--- src/rtl/interrupt_ctrl.sv ---
// interrupt_ctrl: machine-mode interrupt CSRs, pending/enable logic and the
// trap-entry / MRET redirect handshake toward the pipeline front end.
module interrupt_ctrl #(
    parameter logic [31:0] RESET_MTVEC = 32'h0000_0000
) (
    input  logic        clk,
    input  logic        rst,
    input  logic        timer_interupt,
    input  logic        ext_irq,
    input  logic        instr_valid,
    input  logic [31:0] pc_in,
    input  logic        is_mret,
    input  logic        csr_we,
    input  logic [11:0] csr_addr,
    input  logic [31:0] csr_wdata,
    output logic [31:0] csr_rdata,
    output logic        redirect_req,
    output logic [31:0] redirect_pc,
    input  logic        redirect_ack
);
    typedef enum logic {IDLE, REDIRECT} state_t;
    state_t state, state_nx;
    logic mstatus_mie, mstatus_mpie, mie_mtie, mie_meie, mip_mtip, mip_meip;
    logic [29:0] mtvec_base, mepc_base;
    logic [31:0] mcause;
    logic wr_mstatus, wr_mie, wr_mtvec, wr_mepc, wr_mcause, wr_mip;
    logic ext_pend, take_mret, take_trap;
    logic unused_pc;
    assign unused_pc  = ^pc_in[1:0];
    assign wr_mstatus = csr_we && csr_addr == 12'h300;
    assign wr_mie     = csr_we && csr_addr == 12'h304;
    assign wr_mtvec   = csr_we && csr_addr == 12'h305;
    assign wr_mepc    = csr_we && csr_addr == 12'h341;
    assign wr_mcause  = csr_we && csr_addr == 12'h342;
    assign wr_mip     = csr_we && csr_addr == 12'h344;
    assign ext_pend   = mip_meip && mie_meie;
    // MRET wins over a coincident trap; the interrupt is retaken after the redirect
    assign take_mret  = state == IDLE && instr_valid && is_mret;
    assign take_trap  = state == IDLE && instr_valid && !is_mret && mstatus_mie &&
                        (ext_pend || (mip_mtip && mie_mtie));
    assign redirect_req = state == REDIRECT;
    always_comb begin
        state_nx = state;
        if (take_mret || take_trap)
            state_nx = REDIRECT;
        else if (state == REDIRECT && redirect_ack)
            state_nx = IDLE;
    end
    always_ff @(posedge clk or negedge rst) begin
        if (!rst)
            state <= IDLE;
        else
            state <= state_nx;
    end
    always_ff @(posedge clk or negedge rst) begin
        if (!rst) begin
            mstatus_mie  <= 1'b0;
            mstatus_mpie <= 1'b0;
            mie_mtie     <= 1'b0;
            mie_meie     <= 1'b0;
            mip_mtip     <= 1'b0;
            mip_meip     <= 1'b0;
            mtvec_base   <= RESET_MTVEC[31:2];
            mepc_base    <= 30'd0;
            mcause       <= 32'd0;
            redirect_pc  <= 32'd0;
        end else begin
            mip_meip <= ext_irq;
            if (timer_interupt)
                mip_mtip <= 1'b1;
            else if (wr_mip && !csr_wdata[7])
                mip_mtip <= 1'b0;
            if (wr_mie) begin
                mie_mtie <= csr_wdata[7];
                mie_meie <= csr_wdata[11];
            end
            if (wr_mtvec)
                mtvec_base <= csr_wdata[31:2];
            if (wr_mstatus) begin
                mstatus_mie  <= csr_wdata[3];
                mstatus_mpie <= csr_wdata[7];
            end
            if (wr_mepc)
                mepc_base <= csr_wdata[31:2];
            if (wr_mcause)
                mcause <= csr_wdata;
            // hardware updates come last so they override a same-cycle CSR write
            if (take_trap) begin
                mepc_base    <= pc_in[31:2];
                mcause       <= ext_pend ? 32'h8000_000B : 32'h8000_0007;
                mstatus_mpie <= mstatus_mie;
                mstatus_mie  <= 1'b0;
                redirect_pc  <= {mtvec_base, 2'b00};
            end else if (take_mret) begin
                mstatus_mie  <= mstatus_mpie;
                mstatus_mpie <= 1'b1;
                redirect_pc  <= {mepc_base, 2'b00};
            end
        end
    end
    always_comb begin
        case (csr_addr)
            12'h300: csr_rdata = {24'd0, mstatus_mpie, 3'd0, mstatus_mie, 3'd0};
            12'h304: csr_rdata = {20'd0, mie_meie, 3'd0, mie_mtie, 7'd0};
            12'h305: csr_rdata = {mtvec_base, 2'b00};
            12'h341: csr_rdata = {mepc_base, 2'b00};
            12'h342: csr_rdata = mcause;
            12'h344: csr_rdata = {20'd0, mip_meip, 3'd0, mip_mtip, 7'd0};
            default: csr_rdata = 32'd0;
        endcase
    end
endmodule

--- config.mk ---
export PLATFORM = sky130hd
export DESIGN_NAME = interrupt_ctrl
export DESIGN_NICKNAME = d
export VERILOG_FILES = /design/src/rtl/interrupt_ctrl.sv
export SDC_FILE = /design/constraint.sdc
export NUM_CORES = 1
export LEC_CHECK = 0
export BUFFER_PORTS_ARGS = -buffer_cell sky130_fd_sc_hd__buf_4
export CORE_MARGIN = 5
export CORE_UTILIZATION = 50
export CTS_CLUSTER_DIAMETER = 100
export DETAILED_ROUTE_END_ITERATION = 12
export PLACE_DENSITY = 0.75
export SKIP_CTS_REPAIR_TIMING = 1
export SYNTH_ARGS = -nofsm -noshare
export SYNTH_HDL_FRONTEND = slang
export SYNTH_SLANG_ARGS = --single-unit
--- constraint.sdc ---
create_clock -name clk -period 2.65 [get_ports clk]
set_input_delay 0.53 -clock clk [delete_from_list [all_inputs] [get_ports clk]]
set_output_delay 0.53 -clock clk [all_outputs]
set_load 0.05 [all_outputs]
==> results of run 1 <==
[final cells by class]
type	count	area, µm²	share of cell area, %
Sequential cell	129	3230	38.0
Multi-Input combinational cell	366	2890	34.0
Timing Repair Buffer	170	1580	18.7
Clock buffer	26	519	6.12
Tap cell	168	210	2.48
Clock inverter	5	50.0	0.590
Inverter	2	7.51	0.0885
[cell usage after synthesis, types with 2 or more instances]
cell type / n / area (µm²)
sky130_fd_sc_hd__dfrtp_1: 129 / 3230
sky130_fd_sc_hd__mux2_2: 88 / 991
sky130_fd_sc_hd__nand2_1: 68 / 255
sky130_fd_sc_hd__a21o_1: 45 / 338
sky130_fd_sc_hd__a22o_1: 45 / 394
sky130_fd_sc_hd__a21oi_1: 29 / 145
sky130_fd_sc_hd__and2_1: 17 / 106
sky130_fd_sc_hd__clkbuf_1: 16 / 60.1
sky130_fd_sc_hd__buf_2: 15 / 75.1
sky130_fd_sc_hd__a221o_1: 14 / 140
sky130_fd_sc_hd__nor3_1: 7 / 35.0
sky130_fd_sc_hd__buf_4: 6 / 45.0
sky130_fd_sc_hd__nand3_1: 5 / 25.0
sky130_fd_sc_hd__mux2_1: 4 / 45.0
sky130_fd_sc_hd__mux2i_1: 4 / 40.0
sky130_fd_sc_hd__nand3b_1: 4 / 30.0
sky130_fd_sc_hd__nor2_1: 4 / 15.0
sky130_fd_sc_hd__buf_6: 3 / 33.8
sky130_fd_sc_hd__nand4_1: 3 / 18.8
sky130_fd_sc_hd__o21ai_0: 3 / 15.0
sky130_fd_sc_hd__a22oi_1: 2 / 15.0
sky130_fd_sc_hd__and3_1: 2 / 12.5
sky130_fd_sc_hd__and4_1: 2 / 17.5
sky130_fd_sc_hd__inv_1: 2 / 7.51
sky130_fd_sc_hd__nor2b_1: 2 / 12.5
sky130_fd_sc_hd__nor4_2: 2 / 25.0
sky130_fd_sc_hd__nor4b_1: 2 / 17.5
sky130_fd_sc_hd__or3b_2: 2 / 17.5
[metal layers]
metal | up-vias | track usage (%) | wire, µm
met5 | - | 0 | 0
met4 | 0 | 8.89 | 352
met3 | 37 | 6.92 | 1290
met2 | 181 | 40.3 | 8490
met1 | 2474 | 31.0 | 7240
li1 | 2269 | - | -
[registers in the layout (all words and copies together), names as in the netlist]
| name | cells |
|---|---|
| mip_meip | 1 |
| redirect_pc | 30 |
| redirect_req | 1 |
| mie_meie | 1 |
| mcause | 32 |
| mstatus_mie | 1 |
| mstatus_mpie | 1 |
| mtvec_base | 30 |
| mepc_base | 30 |
| mip_mtip | 1 |
| mie_mtie | 1 |
[worst register-to-register path, cell delays in order (launching register included)]
cell                        delay [ns]
sky130_fd_sc_hd__dfrtp_1          0.38
sky130_fd_sc_hd__nand4bb_1        0.26
sky130_fd_sc_hd__a21oi_4          0.08
sky130_fd_sc_hd__buf_12           0.19
sky130_fd_sc_hd__nor2_4           0.79
sky130_fd_sc_hd__o21ai_0          0.19
[power by group through the flow]
stage	combinational, mW	clock (mW)	sequential [mW]
global route	0.384	2.35	2.03
global placement	0.344	0	2.05
floorplan	0.0940	0	2.10
detailed placement	0.354	0	2.06
finish	0.353	2.22	2.02
CTS	0.355	2.26	2.02
[stage by stage]
step                hold slack, ns  TNS, ns
global placement             0.461    -1.07
finish                      0.0340   -0.425
CTS                         0.0277    -1.63
detailed placement           0.463    -1.57
global route                0.0358    -1.47
floorplan                    0.234  -0.0147
[worst paths after layout]
| kind | from | to | depth (start not counted) |
|---|---|---|---|
| max | csr_addr[5] | csr_rdata[21] | 7 |
| min | rst | redirect_pc[8] | 1 |
| min reg2reg | redirect_pc[8] | redirect_pc[8] | 1 |
| min in group clk | ext_irq | mip_meip | 1 |
| max reg2reg | redirect_req | redirect_req | 5 |
| max in group asynchronous | rst | redirect_pc[7] | 2 |
[logic make-up (layout without fill, tap and decap cells)]
family	Yosys count	in the layout	share of synthesized area, %
buf+inv	43	203	3.60
flops	129	129	51.6
compound gates	142	142	17.2
mux	96	96	17.2
other cells	1	2	0.0600
simple gates	126	126	10.3
==> flow_summary.toml, run 1 <==
[outcome]
outcome = "finished with violations"
violated_checks = "negative setup slack"

[power_and_ir_drop]
combPwrFrac_pct = 7.7
pwr-share-seq_pct = 44.0
power_frac_clock_pct = 48.3
power_leakage_nw = 4.39
switchingPower_mw = 1.01
power-per-cell-area_nw_per_um2 = 542
design_power_total_mw = 4.60
switching_fraction_of_total_power_pct = 22.0
internal_power_consumption_mw = 3.59
worst_ir_drop_vdd_mv = 0.443

[grt]
grt_overflow_total = 0
grt_use_total_pct = 24.5
grt_pass1_wl_mm = 28.1
first_global_vias = 5335
maximum_number_of_pins_on_one_net_before_global_route_repair = 62
grt_antenna_before_repair = 0

[timing]
period_share_pct = 102
minimum_clock_period_ns = 2.71
report.final.slew_viol_count = 0
worst_margin_slew_ns = 0.969
worst_clock_skew_ns = 0.00381
postLayoutSetupSlackWorst_ns = -0.0561
setup_viol = 24
achievable-frequency_mhz = 370
maxSlewHeadroom_pct = 35.2
hold_viol = 0
unrepaired_setup_endpoints_after_global_routing = "true"

[worst_hold_path]
worstHoldPathType = "input pin to async pin"

[finish]
mostFrequentLayoutCells = "sky130_fd_sc_hd__buf_4 (129), sky130_fd_sc_hd__dfrtp_1 (129), sky130_fd_sc_hd__mux2_2 (88), sky130_fd_sc_hd__nand2_1 (68), sky130_fd_sc_hd__a22o_1 (45)"
number_of_fillers_in_the_final_layout = 906
layout.nets = 770
instances_no_fill = 866
final_layout_size_suffix_gt1_share_pct = 46.3
post-route-cell-area_um2 = 8490
post-route-util_pct = 70.1
layout-area-overhead-vs-synth_pct = 35.7
antennaDiodeCount = 0

[drt]
detail_route.first_pass.iterations = 4
detailed_route_drc_error_count = 0
post_drt_wl_per_cell_um = 20.1
dr.first_iter.drc_count = 359
postRouteAntennaNets = 0
drt-vias-per-instance = 5.73
total_number_of_vias = 4961
drt-total-wl_mm = 17.4

[synthesis]
synth_enable_flop_cells = 0
synth.yosys.warnings = 0
netlist_area_um2 = 6250
yosys_register_bits = 129
async_reset_ff_share_pct = 100
most_used_flip_flop_cell_after_synthesis = "sky130_fd_sc_hd__dfrtp_1"
synth_cell_types = 40
syn-mean-instance-area_um2 = 11.6
seq_area_frac_synth_pct = 51.6
mapped_cells = 537

[place]
finalWeightedCongestion = 0.857
place_area_um2 = 7740
post-dp-hpwl_mm = 11.2
port_buffers = 144
place_worst_setup_slack_ns = -0.0898
dp.cells = 835

[setup_path]
critPathKind = "input pin to output pin"
setup.worst_path.end_class = "output pin"
worst_path_largest_cell_delay_ns = 0.55
timing.critical_path.mode_cell = "sky130_fd_sc_hd__buf_6"
start_kind = "input pin"
worstPathCellList = "buf_6, or4b_4, nor4_4, buf_12, and2_4, a221o_1, buf_6"
crit_slowest_cell = "sky130_fd_sc_hd__or4b_4"
worstPathMaxFanout = 32
critPathBufInv = 3
rrSetupSlack_ns = 0.60
endpoint_arrival_time_on_the_critical_path_ns = 2.18
worst_ep_required_time_ns = 2.12
cpLargestDelayFamily = "simple AND/OR/NAND/NOR gates"

[clock_tree]
numCtsBuffers = 17
cts_max_path_buffers = 2
clk_latency_ns = 0.41
numClockSinks = 129
clock_tree.root_cell = "sky130_fd_sc_hd__clkbuf_16"
tritoncts = "built"
htree_levels = 4
register_clock_pin_slew_on_the_reported_worst_setup_and_hold_paths_ns = 0.05

[floorplanning]
initial_core_util_pct = 51.6
core_area_um2 = 12100
ios = 149
std_cell_rows = 40
die_height_um = 122
dieArea_um2 = 14800
floorplan.die.width_um = 122

[flow_run]
number_of_violations_of_the_max_capacitance_limit = 0
Note: power is estimated with default switching activity, not from simulation.
==> run 2, diff against run 1 <==
Settings changed: ABC_AREA from default to 1.
==> flow_summary.toml, run 2 <==
[synthesis]
synthTopCellsByArea = "sky130_fd_sc_hd__dfrtp_1 (50%), sky130_fd_sc_hd__nand2_1 (19%), sky130_fd_sc_hd__nand3_1 (10%)"
synth_cell_types = 28
synth_enable_flop_cells = 0
seq_area_frac_synth_pct = 49.5
synthTopCellsByCount = "sky130_fd_sc_hd__nand2_1 (334), sky130_fd_sc_hd__nand3_1 (134), sky130_fd_sc_hd__dfrtp_1 (129)"
syn-mean-instance-area_um2 = 7.77
most_used_flip_flop_cell_after_synthesis = "sky130_fd_sc_hd__dfrtp_1"
synthMostInstantiatedCell = "sky130_fd_sc_hd__nand2_1"
netlist_area_um2 = 6510
synth.yosys.warnings = 0
synth_top_area_share_pct = 49.5
mapped_cells = 839
yosys_register_bits = 129
async_reset_ff_share_pct = 100
netlist.top_cell.by_area = "sky130_fd_sc_hd__dfrtp_1"

[finish]
final_layout_size_suffix_gt1_share_pct = 24.5
layout.nets = 1063
mostFrequentLayoutCells = "sky130_fd_sc_hd__nand2_1 (334), sky130_fd_sc_hd__buf_4 (165), sky130_fd_sc_hd__nand3_1 (134), sky130_fd_sc_hd__dfrtp_1 (129), sky130_fd_sc_hd__inv_1 (52)"
largest-register = "mcause"
post-route-util_pct = 66.3
layout.cells.most_common = "sky130_fd_sc_hd__nand2_1"
instances_no_fill = 1164
layout-area-overhead-vs-synth_pct = 29.5
largest_reg_flops = 32
antennaDiodeCount = 0

[grt]
grt_pass1_wl_mm = 30.2
maximum_number_of_pins_on_one_net_before_global_route_repair = 61
grt_overflow_total = 0
grt_antenna_before_repair = 0
first_global_vias = 6120
grt_use_total_pct = 25.5

[clock_tree]
cts_max_path_buffers = 2
numClockSinks = 129
htree_levels = 4
register_clock_pin_slew_on_the_reported_worst_setup_and_hold_paths_ns = 0.05
clock_tree.root_cell = "sky130_fd_sc_hd__clkbuf_16"
clk_latency_ns = 0.42
tritoncts = "built"
numCtsBuffers = 17

[timing]
unrepaired_setup_endpoints_after_global_routing = "false"
period_share_pct = 91.0
postLayoutSetupSlackWorst_ns = 0.239
hold_viol = 0
worst_margin_slew_ns = 0.776
minimum_clock_period_ns = 2.41
setup_viol = 0
setup_tns_ns = 0
worst_clock_skew_ns = 0.00658
maxSlewHeadroom_pct = 48.3
achievable-frequency_mhz = 415
report.final.slew_viol_count = 0

[power_and_ir_drop]
pwr-share-seq_pct = 42.5
design_power_total_mw = 4.76
worst_ir_drop_vdd_mv = 0.322
switching_fraction_of_total_power_pct = 22.6
internal_power_consumption_mw = 3.68
combPwrFrac_pct = 7.4
power-per-cell-area_nw_per_um2 = 564
power_frac_clock_pct = 50.1
switchingPower_mw = 1.08
power_leakage_nw = 4.41

[drt]
detailed_route_drc_error_count = 0
drt-total-wl_mm = 18.6
dr.first_iter.drc_count = 521
postRouteAntennaNets = 0
drt-vias-per-instance = 5.30
detail_route.first_pass.iterations = 5
total_number_of_vias = 6175
post_drt_wl_per_cell_um = 16.0

[place]
port_buffers = 144
dp.cells = 1132
post-dp-hpwl_mm = 12.2
place_worst_setup_slack_ns = 0.261
finalWeightedCongestion = 0.856

[setup_path]
timing.rr.end = "mstatus_mie"
cpLargestDelayFamily = "buffers and inverters"
setup.worst_path.end_class = "output pin"
worst_path_largest_cell_delay_ns = 0.28
r2r.worst_path.cells = 8
worstPathCellList = "buf_4, inv_2, nand2_1, nor2_1, nand2_4, clkinv_1, buf_4, nand2_1, nand3_1, buf_4"
endpoint_arrival_time_on_the_critical_path_ns = 1.88
rrSetupSlack_ns = 0.65
worstPathMaxFanout = 13
start_kind = "input pin"
timing.rr.start = "mie_meie"
critPathBufInv = 5
critPathKind = "input pin to output pin"
path_depth = 10
worst_ep_required_time_ns = 2.12
crit_slowest_cell = "sky130_fd_sc_hd__nor2_1"
timing.critical_path.mode_cell = "sky130_fd_sc_hd__buf_4"

[outcome]
outcome = "complete, no violations"

[floorplanning]
dieArea_um2 = 15400
ios = 149
floorplan.die.width_um = 124
initial_core_util_pct = 51.2
core_area_um2 = 12700
die_height_um = 124
std_cell_rows = 41

[flow_run]
number_of_violations_of_the_max_capacitance_limit = 0

[worst_hold_path]
worstHoldPathType = "input pin to async pin"
==> run 2: cell types whose count changed in the layout (fill, tap and decap cells not counted), moves of 16 or more <==
cell                       before  now
sky130_fd_sc_hd__a21o_1        32    0
sky130_fd_sc_hd__o21ai_0        2   37
sky130_fd_sc_hd__nand2_1       68  334
sky130_fd_sc_hd__and2_1        16    0
sky130_fd_sc_hd__o21ai_2        0   20
sky130_fd_sc_hd__o211ai_1       1   30
sky130_fd_sc_hd__nand3_1        5  134
sky130_fd_sc_hd__inv_1          2   52
sky130_fd_sc_hd__mux2_2        88    0
sky130_fd_sc_hd__a22o_1        45    0
sky130_fd_sc_hd__buf_4        129  165
sky130_fd_sc_hd__a21oi_1       28    1
==> run 2: worst max path at each step <==
stage                start            end  slack [ns]
2_1_floorplan  csr_addr[3]  csr_rdata[10]        0.39
3_3_place_gp   csr_addr[3]  csr_rdata[19]        0.26
3_5_place_dp   csr_addr[1]  csr_rdata[15]        0.26
4_1_cts        csr_addr[1]  csr_rdata[15]        0.25
5_1_grt        csr_addr[3]  csr_rdata[10]        0.10
6_report       csr_addr[1]  csr_rdata[15]        0.24
==> run 2: cells by family after synthesis <==
| group | synth area share (%) |
|---|---|
| buffers and inverters | 7.84 |
| AO/OA/AOI/OAI | 9.87 |
| AND/OR/NAND/NOR | 32.7 |
| flip-flops | 49.5 |
| other | 0.0576 |
==> run 2: metrics by stage <==
step                hold slack, ns  instance area (µm²)
finish                      0.0855                 8430
global route                 0.115                 8430
CTS                         0.0955                 8430
detailed placement           0.489                 7830
global placement             0.483                 7830
floorplan                    0.234                 6520
==> run 2: power groups by stage <==
stage	Clock [mW]	Sequential [mW]	Combinational, mW
6_report	2.39	2.02	0.352
5_1_grt	2.50	2.02	0.386
4_1_cts	2.42	2.02	0.355
3_5_place_dp	0	2.05	0.354
3_3_place_gp	0	2.05	0.350
2_1_floorplan	0	2.09	0.115
==> run 2: area by class of cell <==
| type | instances | area [µm²] |
|---|---|---|
| clock buffer | 22 | 474 |
| clock inverter | 10 | 133 |
| fill | 1117 | 4290 |
| inverter | 58 | 218 |
| multi-input combinational | 601 | 2790 |
| sequential | 129 | 3230 |
| tap | 172 | 215 |
| timing repair buffer | 172 | 1380 |
==> run 2: worst register-to-register path: stages (launching register included) <==
cell and delay [ns]:
sky130_fd_sc_hd__dfrtp_1 0.39, sky130_fd_sc_hd__nand2_1 0.15, sky130_fd_sc_hd__nand2_1 0.12, sky130_fd_sc_hd__nand3_4 0.22
sky130_fd_sc_hd__nand2_1 0.10, sky130_fd_sc_hd__inv_2 0.56, sky130_fd_sc_hd__nand2_1 0.19, sky130_fd_sc_hd__nand2_1 0.09
sky130_fd_sc_hd__o21ai_1 0.06
==> run 2: metal layers <==
metal | wire [µm] | share of wire (%) | vias up | global-route usage (%)
met3 | 1500 | 8.1 | 28 | 5.40
met1 | 8010 | 43 | 2890 | 35.1
li1 | - | - | 2992 | -
met4 | 285 | 1.5 | 0 | 8.49
met2 | 8790 | 47 | 265 | 40.5
met5 | 0 | 0 | - | 0
